## config.mk

```make
export PLATFORM = sky130hd
export DESIGN_NAME = pc_predict_flat
export DESIGN_NICKNAME = d
export VERILOG_FILES = /design/src/rtl/pc_predict_pkg.sv /design/src/rtl/pc_predict_if.sv /design/src/rtl/pc_predict_btb_table.sv /design/src/rtl/pc_predict.sv /design/src/flat_wrapper.sv
export SDC_FILE = /design/constraint.sdc
export NUM_CORES = 2
export LEC_CHECK = 0
export BUFFER_PORTS_ARGS = -buffer_cell sky130_fd_sc_hd__buf_2
export CELL_PAD_IN_SITES_DETAIL_PLACEMENT = 0
export CELL_PAD_IN_SITES_GLOBAL_PLACEMENT = 1
export CORE_ASPECT_RATIO = 1.4
export CORE_MARGIN = 1.5
export CORE_UTILIZATION = 45
export CTS_BUF_LIST = sky130_fd_sc_hd__clkbuf_2
export DETAILED_ROUTE_END_ITERATION = 7
export HOLD_SLACK_MARGIN = 0.08
export MAX_ROUTING_LAYER = met4
export PLACE_DENSITY = 0.7
export SKIP_CTS_REPAIR_TIMING = 1
export SYNTH_ARGS = -nofsm -noshare
export SYNTH_HDL_FRONTEND = slang
export SYNTH_SLANG_ARGS = --single-unit
```

## constraint.sdc

```tcl
create_clock -name CLK -period 4.12 [get_ports CLK]
set_input_delay 0 -clock CLK [delete_from_list [all_inputs] [get_ports CLK]]
set_output_delay 0 -clock CLK [all_outputs]
set_load 0.005 [all_outputs]
```

## src/rtl/pc_predict_pkg.sv

```systemverilog
// Shared types and constants for the fetch PC predictor and its BTB.
package pc_predict_pkg;

    typedef logic [31:0] word_t;
    typedef logic [1:0]  pred_ctr_t;

    localparam pred_ctr_t CTR_SNT = 2'b00;
    localparam pred_ctr_t CTR_WNT = 2'b01;
    localparam pred_ctr_t CTR_WT  = 2'b10;
    localparam pred_ctr_t CTR_ST  = 2'b11;

    // tag holds the whole word address (pc[31:2]); the index bits inside it
    // always match for a given slot, so comparing them is harmless and keeps
    // the struct independent of BTB depth.
    typedef struct packed {
        logic        valid;
        logic [29:0] tag;
        logic [29:0] target;
    } btb_entry_t;

    // Two-bit saturating counter step.
    function automatic pred_ctr_t ctr_step(pred_ctr_t c, logic taken);
        pred_ctr_t r;
        r = c;
        if (taken && c != CTR_ST)
            r = c + 2'd1;
        else if (!taken && c != CTR_SNT)
            r = c - 2'd1;
        return r;
    endfunction

endpackage

```

## src/rtl/pc_predict_if.sv

```systemverilog
// Fetch-side bus: pipeline control and EX feedback in, fetch PC and prediction out.
interface pc_predict_if;
    import pc_predict_pkg::*;

    logic  ihit;
    logic  stall;
    logic  redirect_en;
    word_t redirect_addr;
    logic  upd_en;
    word_t upd_pc;
    word_t upd_target;
    logic  upd_taken;
    word_t imemaddr;
    word_t next_imemaddr;
    logic  pred_taken;
    word_t pred_target;

    modport master (
        output ihit, stall, redirect_en, redirect_addr,
        output upd_en, upd_pc, upd_target, upd_taken,
        input  imemaddr, next_imemaddr, pred_taken, pred_target
    );

    modport slave (
        input  ihit, stall, redirect_en, redirect_addr,
        input  upd_en, upd_pc, upd_target, upd_taken,
        output imemaddr, next_imemaddr, pred_taken, pred_target
    );

endinterface

```

## src/rtl/pc_predict_btb_table.sv

```systemverilog
// Direct-mapped BTB: entry array plus 2-bit counters, one combinational read
// port and one synchronous training port. Addresses are word addresses (pc[31:2]).
module btb_table
    import pc_predict_pkg::*;
#(
    parameter int        BTB_ENTRIES = 16,
    parameter pred_ctr_t CTR_INIT    = CTR_WT
) (
    input  logic        clk_i,
    input  logic        rst_i,
    input  logic [29:0] rd_wa_i,
    output logic        rd_hit_o,
    output pred_ctr_t   rd_ctr_o,
    output logic [29:0] rd_target_o,
    input  logic        wr_en_i,
    input  logic [29:0] wr_wa_i,
    input  logic [29:0] wr_target_i,
    input  logic        wr_taken_i
);

    localparam int IDX_W = $clog2(BTB_ENTRIES);

    btb_entry_t ent_q [BTB_ENTRIES];
    pred_ctr_t  ctr_q [BTB_ENTRIES];

    logic [IDX_W-1:0] rd_idx;
    logic [IDX_W-1:0] wr_idx;
    logic             wr_hit;

    assign rd_idx = rd_wa_i[IDX_W-1:0];
    assign wr_idx = wr_wa_i[IDX_W-1:0];

    // Read port: plain array read, so a same-cycle write is not visible until after the edge.
    always_comb begin
        rd_hit_o    = ent_q[rd_idx].valid && (ent_q[rd_idx].tag == rd_wa_i);
        rd_ctr_o    = ctr_q[rd_idx];
        rd_target_o = rd_hit_o ? ent_q[rd_idx].target : '0;
    end

    assign wr_hit = ent_q[wr_idx].valid && (ent_q[wr_idx].tag == wr_wa_i);

    // Training: hits adjust the counter (taken also refreshes target), taken misses
    // allocate over whatever was in the slot, not-taken misses leave the table alone.
    always_ff @(posedge clk_i) begin
        if (rst_i) begin
            for (int i = 0; i < BTB_ENTRIES; i++) begin
                ent_q[i] <= '0;
                ctr_q[i] <= CTR_WNT;
            end
        end else if (wr_en_i) begin
            if (wr_hit) begin
                ctr_q[wr_idx] <= ctr_step(ctr_q[wr_idx], wr_taken_i);
                if (wr_taken_i)
                    ent_q[wr_idx].target <= wr_target_i;
            end else if (wr_taken_i) begin
                ent_q[wr_idx] <= '{valid: 1'b1, tag: wr_wa_i, target: wr_target_i};
                ctr_q[wr_idx] <= CTR_INIT;
            end
        end
    end

endmodule

```

## src/rtl/pc_predict.sv

```systemverilog
// Fetch PC register with next-PC priority and BTB-based zero-cycle prediction.
module pc_predict
    import pc_predict_pkg::*;
#(
    parameter word_t     PC_INIT     = 32'd0,
    parameter int        BTB_ENTRIES = 16,
    parameter pred_ctr_t CTR_INIT    = CTR_WT
) (
    input  logic        CLK,
    input  logic        RST,
    pc_predict_if.slave bus
);

    word_t       pc_q;
    word_t       pc_d;
    logic        btb_hit;
    pred_ctr_t   btb_ctr;
    logic [29:0] btb_tgt;
    logic        pred_taken;
    word_t       pred_target;

    btb_table #(
        .BTB_ENTRIES (BTB_ENTRIES),
        .CTR_INIT    (CTR_INIT)
    ) u_btb (
        .clk_i       (CLK),
        .rst_i       (RST),
        .rd_wa_i     (pc_q[31:2]),
        .rd_hit_o    (btb_hit),
        .rd_ctr_o    (btb_ctr),
        .rd_target_o (btb_tgt),
        .wr_en_i     (bus.upd_en),
        .wr_wa_i     (bus.upd_pc[31:2]),
        .wr_target_i (bus.upd_target[31:2]),
        .wr_taken_i  (bus.upd_taken)
    );

    assign pred_taken  = btb_hit && btb_ctr[1];
    assign pred_target = {btb_tgt, 2'b00};

    // Next fetch PC: reset, then EX redirect (overrides hold), then hold, then prediction, then sequential.
    always_comb begin
        pc_d = pc_q + 32'd4;
        if (RST)
            pc_d = PC_INIT;
        else if (bus.redirect_en)
            pc_d = {bus.redirect_addr[31:2], 2'b00};
        else if (!bus.ihit || bus.stall)
            pc_d = pc_q;
        else if (pred_taken)
            pc_d = pred_target;
    end

    // Fetch PC register.
    always_ff @(posedge CLK) begin
        if (RST)
            pc_q <= PC_INIT;
        else
            pc_q <= pc_d;
    end

    assign bus.imemaddr      = pc_q;
    assign bus.next_imemaddr = pc_d;
    assign bus.pred_taken    = pred_taken;
    assign bus.pred_target   = pred_target;

    // Byte-offset bits of incoming addresses are deliberately dropped.
    logic unused_lsbs;
    assign unused_lsbs = ^{bus.redirect_addr[1:0], bus.upd_pc[1:0], bus.upd_target[1:0]};

endmodule
```

## src/flat_wrapper.sv

```systemverilog
// flat-port wrapper written by rule: the top's interface ports become plain ports
module pc_predict_flat import pc_predict_pkg::*;
#(
    parameter word_t     PC_INIT     = 32'd0,
    parameter int        BTB_ENTRIES = 16,
    parameter pred_ctr_t CTR_INIT    = CTR_WT
)
  (CLK, RST, bus_ihit, bus_stall, bus_redirect_en, bus_redirect_addr, bus_upd_en, bus_upd_pc, bus_upd_target, bus_upd_taken, bus_imemaddr, bus_next_imemaddr, bus_pred_taken, bus_pred_target);
  pc_predict_if bus_i ();
  input  logic CLK;
  input  logic RST;
  input wire logic [$bits(bus_i.ihit)-1:0] bus_ihit;
  input wire logic [$bits(bus_i.stall)-1:0] bus_stall;
  input wire logic [$bits(bus_i.redirect_en)-1:0] bus_redirect_en;
  input wire logic [$bits(bus_i.redirect_addr)-1:0] bus_redirect_addr;
  input wire logic [$bits(bus_i.upd_en)-1:0] bus_upd_en;
  input wire logic [$bits(bus_i.upd_pc)-1:0] bus_upd_pc;
  input wire logic [$bits(bus_i.upd_target)-1:0] bus_upd_target;
  input wire logic [$bits(bus_i.upd_taken)-1:0] bus_upd_taken;
  output wire logic [$bits(bus_i.imemaddr)-1:0] bus_imemaddr;
  output wire logic [$bits(bus_i.next_imemaddr)-1:0] bus_next_imemaddr;
  output wire logic [$bits(bus_i.pred_taken)-1:0] bus_pred_taken;
  output wire logic [$bits(bus_i.pred_target)-1:0] bus_pred_target;
  assign bus_i.ihit = bus_ihit;
  assign bus_i.stall = bus_stall;
  assign bus_i.redirect_en = bus_redirect_en;
  assign bus_i.redirect_addr = bus_redirect_addr;
  assign bus_i.upd_en = bus_upd_en;
  assign bus_i.upd_pc = bus_upd_pc;
  assign bus_i.upd_target = bus_upd_target;
  assign bus_i.upd_taken = bus_upd_taken;
  assign bus_imemaddr = bus_i.imemaddr;
  assign bus_next_imemaddr = bus_i.next_imemaddr;
  assign bus_pred_taken = bus_i.pred_taken;
  assign bus_pred_target = bus_i.pred_target;
  pc_predict #(.PC_INIT(PC_INIT), .BTB_ENTRIES(BTB_ENTRIES), .CTR_INIT(CTR_INIT)) u_core (.CLK(CLK), .RST(RST), .bus(bus_i));
endmodule
```

==> flow_summary.yaml <==
synth:
  synthTopCellsByArea: "edfxtp_1 (56%), mux4_2 (16%), and2_1 (6.5%)"
  synth.top_cells.by_count: "edfxtp_1 (992), and2_1 (555), and3_1 (434)"
  syn-instance-count: 3682
  ys_warn_count: 0
  avgSynthCellArea_sq_um: 14.5
  ys_types: 88
  syn_area_sq_mm: 0.0535
  synth_top_area_share_pct: 55.7
  synth-seq-cells: 1040
  synth_edf_count: 992
  synth_ff_type: "edfxtp_1"
  synthArstFlopShare_pct: 0
  seq_area_frac_synth_pct: 57.5
  synth.most_common_cell: "edfxtp_1"
  yosysTopAreaCell: "edfxtp_1"
setup_path:
  path_class: "reg -> out"
  cp.arrival_ns: 5.98
  endpoint_kind: "primary output"
  critical-path-slowest-cell: "mux4_2"
  critPathLaunchType: "register"
  path_common_cell: "buf_6"
  required_ns: 4.12
  critPathMaxFanout: 10
  path_cells: "buf_12 > buf_16 > mux4_2 > mux4_2 > xnor2_2 > o2111ai_2 > nor4_4 > nand4_4 > buf_6 > buf_6 > buf_12 > buf_6 > a221o_1 > o221a_1 > buf_2"
  reg2regPathDepth: 11
  crit_path_max_incr_delay_ns: 0.63
status:
  violations: "negative setup slack"
  status: "finished with violations"
global_routing:
  grt_pass1_vias: 37700
  grt_pass1_wl_mm: 277
  grt_usage_pct: 34.0
  antenna_found_initial: 25
  grt_max_degree: 80
  globalRouteOverflowTotal: 0
final_layout:
  syn2layout_area_growth_pct: 21.1
  nFillCells: 9973
  nNetsFinal: 4569
  drive_gt1_share_pct: 32.4
  final_util_pct: 55.0
drt:
  drt_iter0_markers: 4968
  vias: 38900
  wire_per_inst_um: 32.8
  drcViolationCount: 0
  routed_wl_mm: 205
  avgViaCountPerCell: 6.25
  drtAntennaViolNets: 0
  drt-pass1-iter-count: 5
sta:
  drv_slew: 0
  hold_violations: 0
  skew_ns: 0.120
  worstMarginPinSlew_ns: 1.23
  setup_viol: 100
  maxSlewHeadroom_pct: 18.1
  holdWs_ns: 0.0769
  setup_ws_ns: -1.86
  rsz0062_at_grt: "yes"
  setup_tns_ns: -119.55
  period_minus_slack_ns: 5.98
  fmax_mhz: 167
  period_share_pct: 145
clocking:
  clk_path_buf_depth: 4
  clkLatencyLatePin_ns: 1.74
  cts_buffers: 275
  cts_root_buf: "clkbuf_2"
  clock-sinks: 1040
  cts_tree: "done"
  cts.clk_slew.worst_paths_ns: 0.11
  htree_num_levels: 5
floorplanning:
  die_y_um: 411
  io_pins: 200
  die_x_um: 294
  dieArea_sq_mm: 0.121
  core-area_sq_mm: 0.118
  initial_utilization_pct: 45.4
  rows: 149
flow_run:
  cap_violations: 0
min_path:
  hold_path.class: "in -> reg"
  min_path_cells: 8
pwr:
  power_density_mw_per_mm2: 362
  clockPowerShare_pct: 30.3
  power_leakage_nw: 25.1
  combPwrFrac_pct: 16.9
  p_switching_mw: 6.91
  power.total_mw: 23.5
  vdd_drop_max_uv: 247
  power_frac_seq_pct: 52.8
  internal_power_mw: 16.6
  swShare_pct: 29.4
place:
  pre_cts_slack_ns: -0.775
  gp_congestion: 0.959
  port_buffers: 191
  dp_hpwl_mm: 123
## metrics by stage
stage                     std cells  instance area [sq um]
final                          6233                  64800
after global routing           6228                  64800
after CTS                      5881                  60800
after detailed placement       5433                  58600
after global placement         5433                  58600
after floorplan                3715                  53600
## critical path, delay by kind of cell (launching register included)
kind,cells,cell delay (ns)
compound gates,3,0.77
xor+xnor,1,0.24
buf+inv,7,0.98
flops,1,0.44
mux,2,1.13
simple gates,2,0.65
## state kept, by name (all words and copies together) (netlist names)
name	flops
u_core.u_btb.ctr_q	32
u_core.bus.imemaddr	32
u_core.u_btb.ent_q	976
## power groups by stage
stage / Sequential, mW / Combinational (mW) / Clock [mW]
after floorplan: 12.5 / 2.02 / 0
after global placement: 12.6 / 3.56 / 0
after detailed placement: 12.6 / 3.56 / 0
after CTS: 12.4 / 3.58 / 7.20
after global routing: 12.5 / 4.07 / 7.70
final: 12.4 / 3.96 / 7.12
## layout make-up
class	instances	area [sq um]	area share [%]
Sequential cell	1040	30800	47.5
Multi-Input combinational cell	2261	21700	33.6
Timing Repair Buffer	861	7900	12.2
Tap cell	1585	1980	3.06
Clock buffer	379	1900	2.93
Clock inverter	69	373	0.576
Inverter	24	93.8	0.145
Antenna cell	14	35.0	0.0541
## path summary, 6_finish.rpt
kind | start | end | slack [ns]
hold / removal | bus_upd_pc[24] | u_core.u_btb.ent_q[9][33] | 0.08
setup reg to reg | u_core.u_btb.ent_q[10][57] | u_core.u_btb.ent_q[10][34] | -0.73
setup / recovery | u_core.bus.imemaddr[2] | bus_next_imemaddr[20] | -1.86
hold reg to reg | u_core.u_btb.ent_q[3][60] | u_core.u_btb.ent_q[3][60] | 0.48
## per-layer routing
layer,vias to the layer above,share of wire [%],track usage (%)
met4,0,6.3,19.2
met3,616,9.7,6.90
met5,-,0,-
met1,19800,35,40.1
met2,2530,49,54.6
li1,16000,-,-
## placed cells by master (no fill, tap or decap), drive strengths merged, types with 23 or more instances in the layout
cell type / n
edfxtp: 992
buf: 562
and2: 557
and3: 434
mux4: 386
clkbuf: 384
dlygate4sd3: 294
mux2i: 121
nor2: 71
nand2: 63
clkinv: 61
o21ai: 57
nand3: 54
xnor2: 53
dfxtp: 48
conb: 34
a21oi: 31
a22oi: 30
inv: 28
nand4: 26
a31oi: 23
## cells by family (layout without fill, tap and decap cells)
kind of cell | count (synthesis) | count (layout) | share of synthesized area [%]
AND/OR/NAND/NOR | 1329 | 1329 | 15.0
buffers and inverters | 414 | 1333 | 3.48
multiplexers | 520 | 520 | 18.8
other | 1 | 48 | 0.00701
AO/OA/AOI/OAI | 308 | 308 | 4.08
flip-flops | 1040 | 1040 | 57.5
adder cells (fa/ha/maj) | 3 | 3 | 0.0702
XOR/XNOR | 67 | 67 | 1.10
No activity file was read; power rests on OpenSTA's default activity.
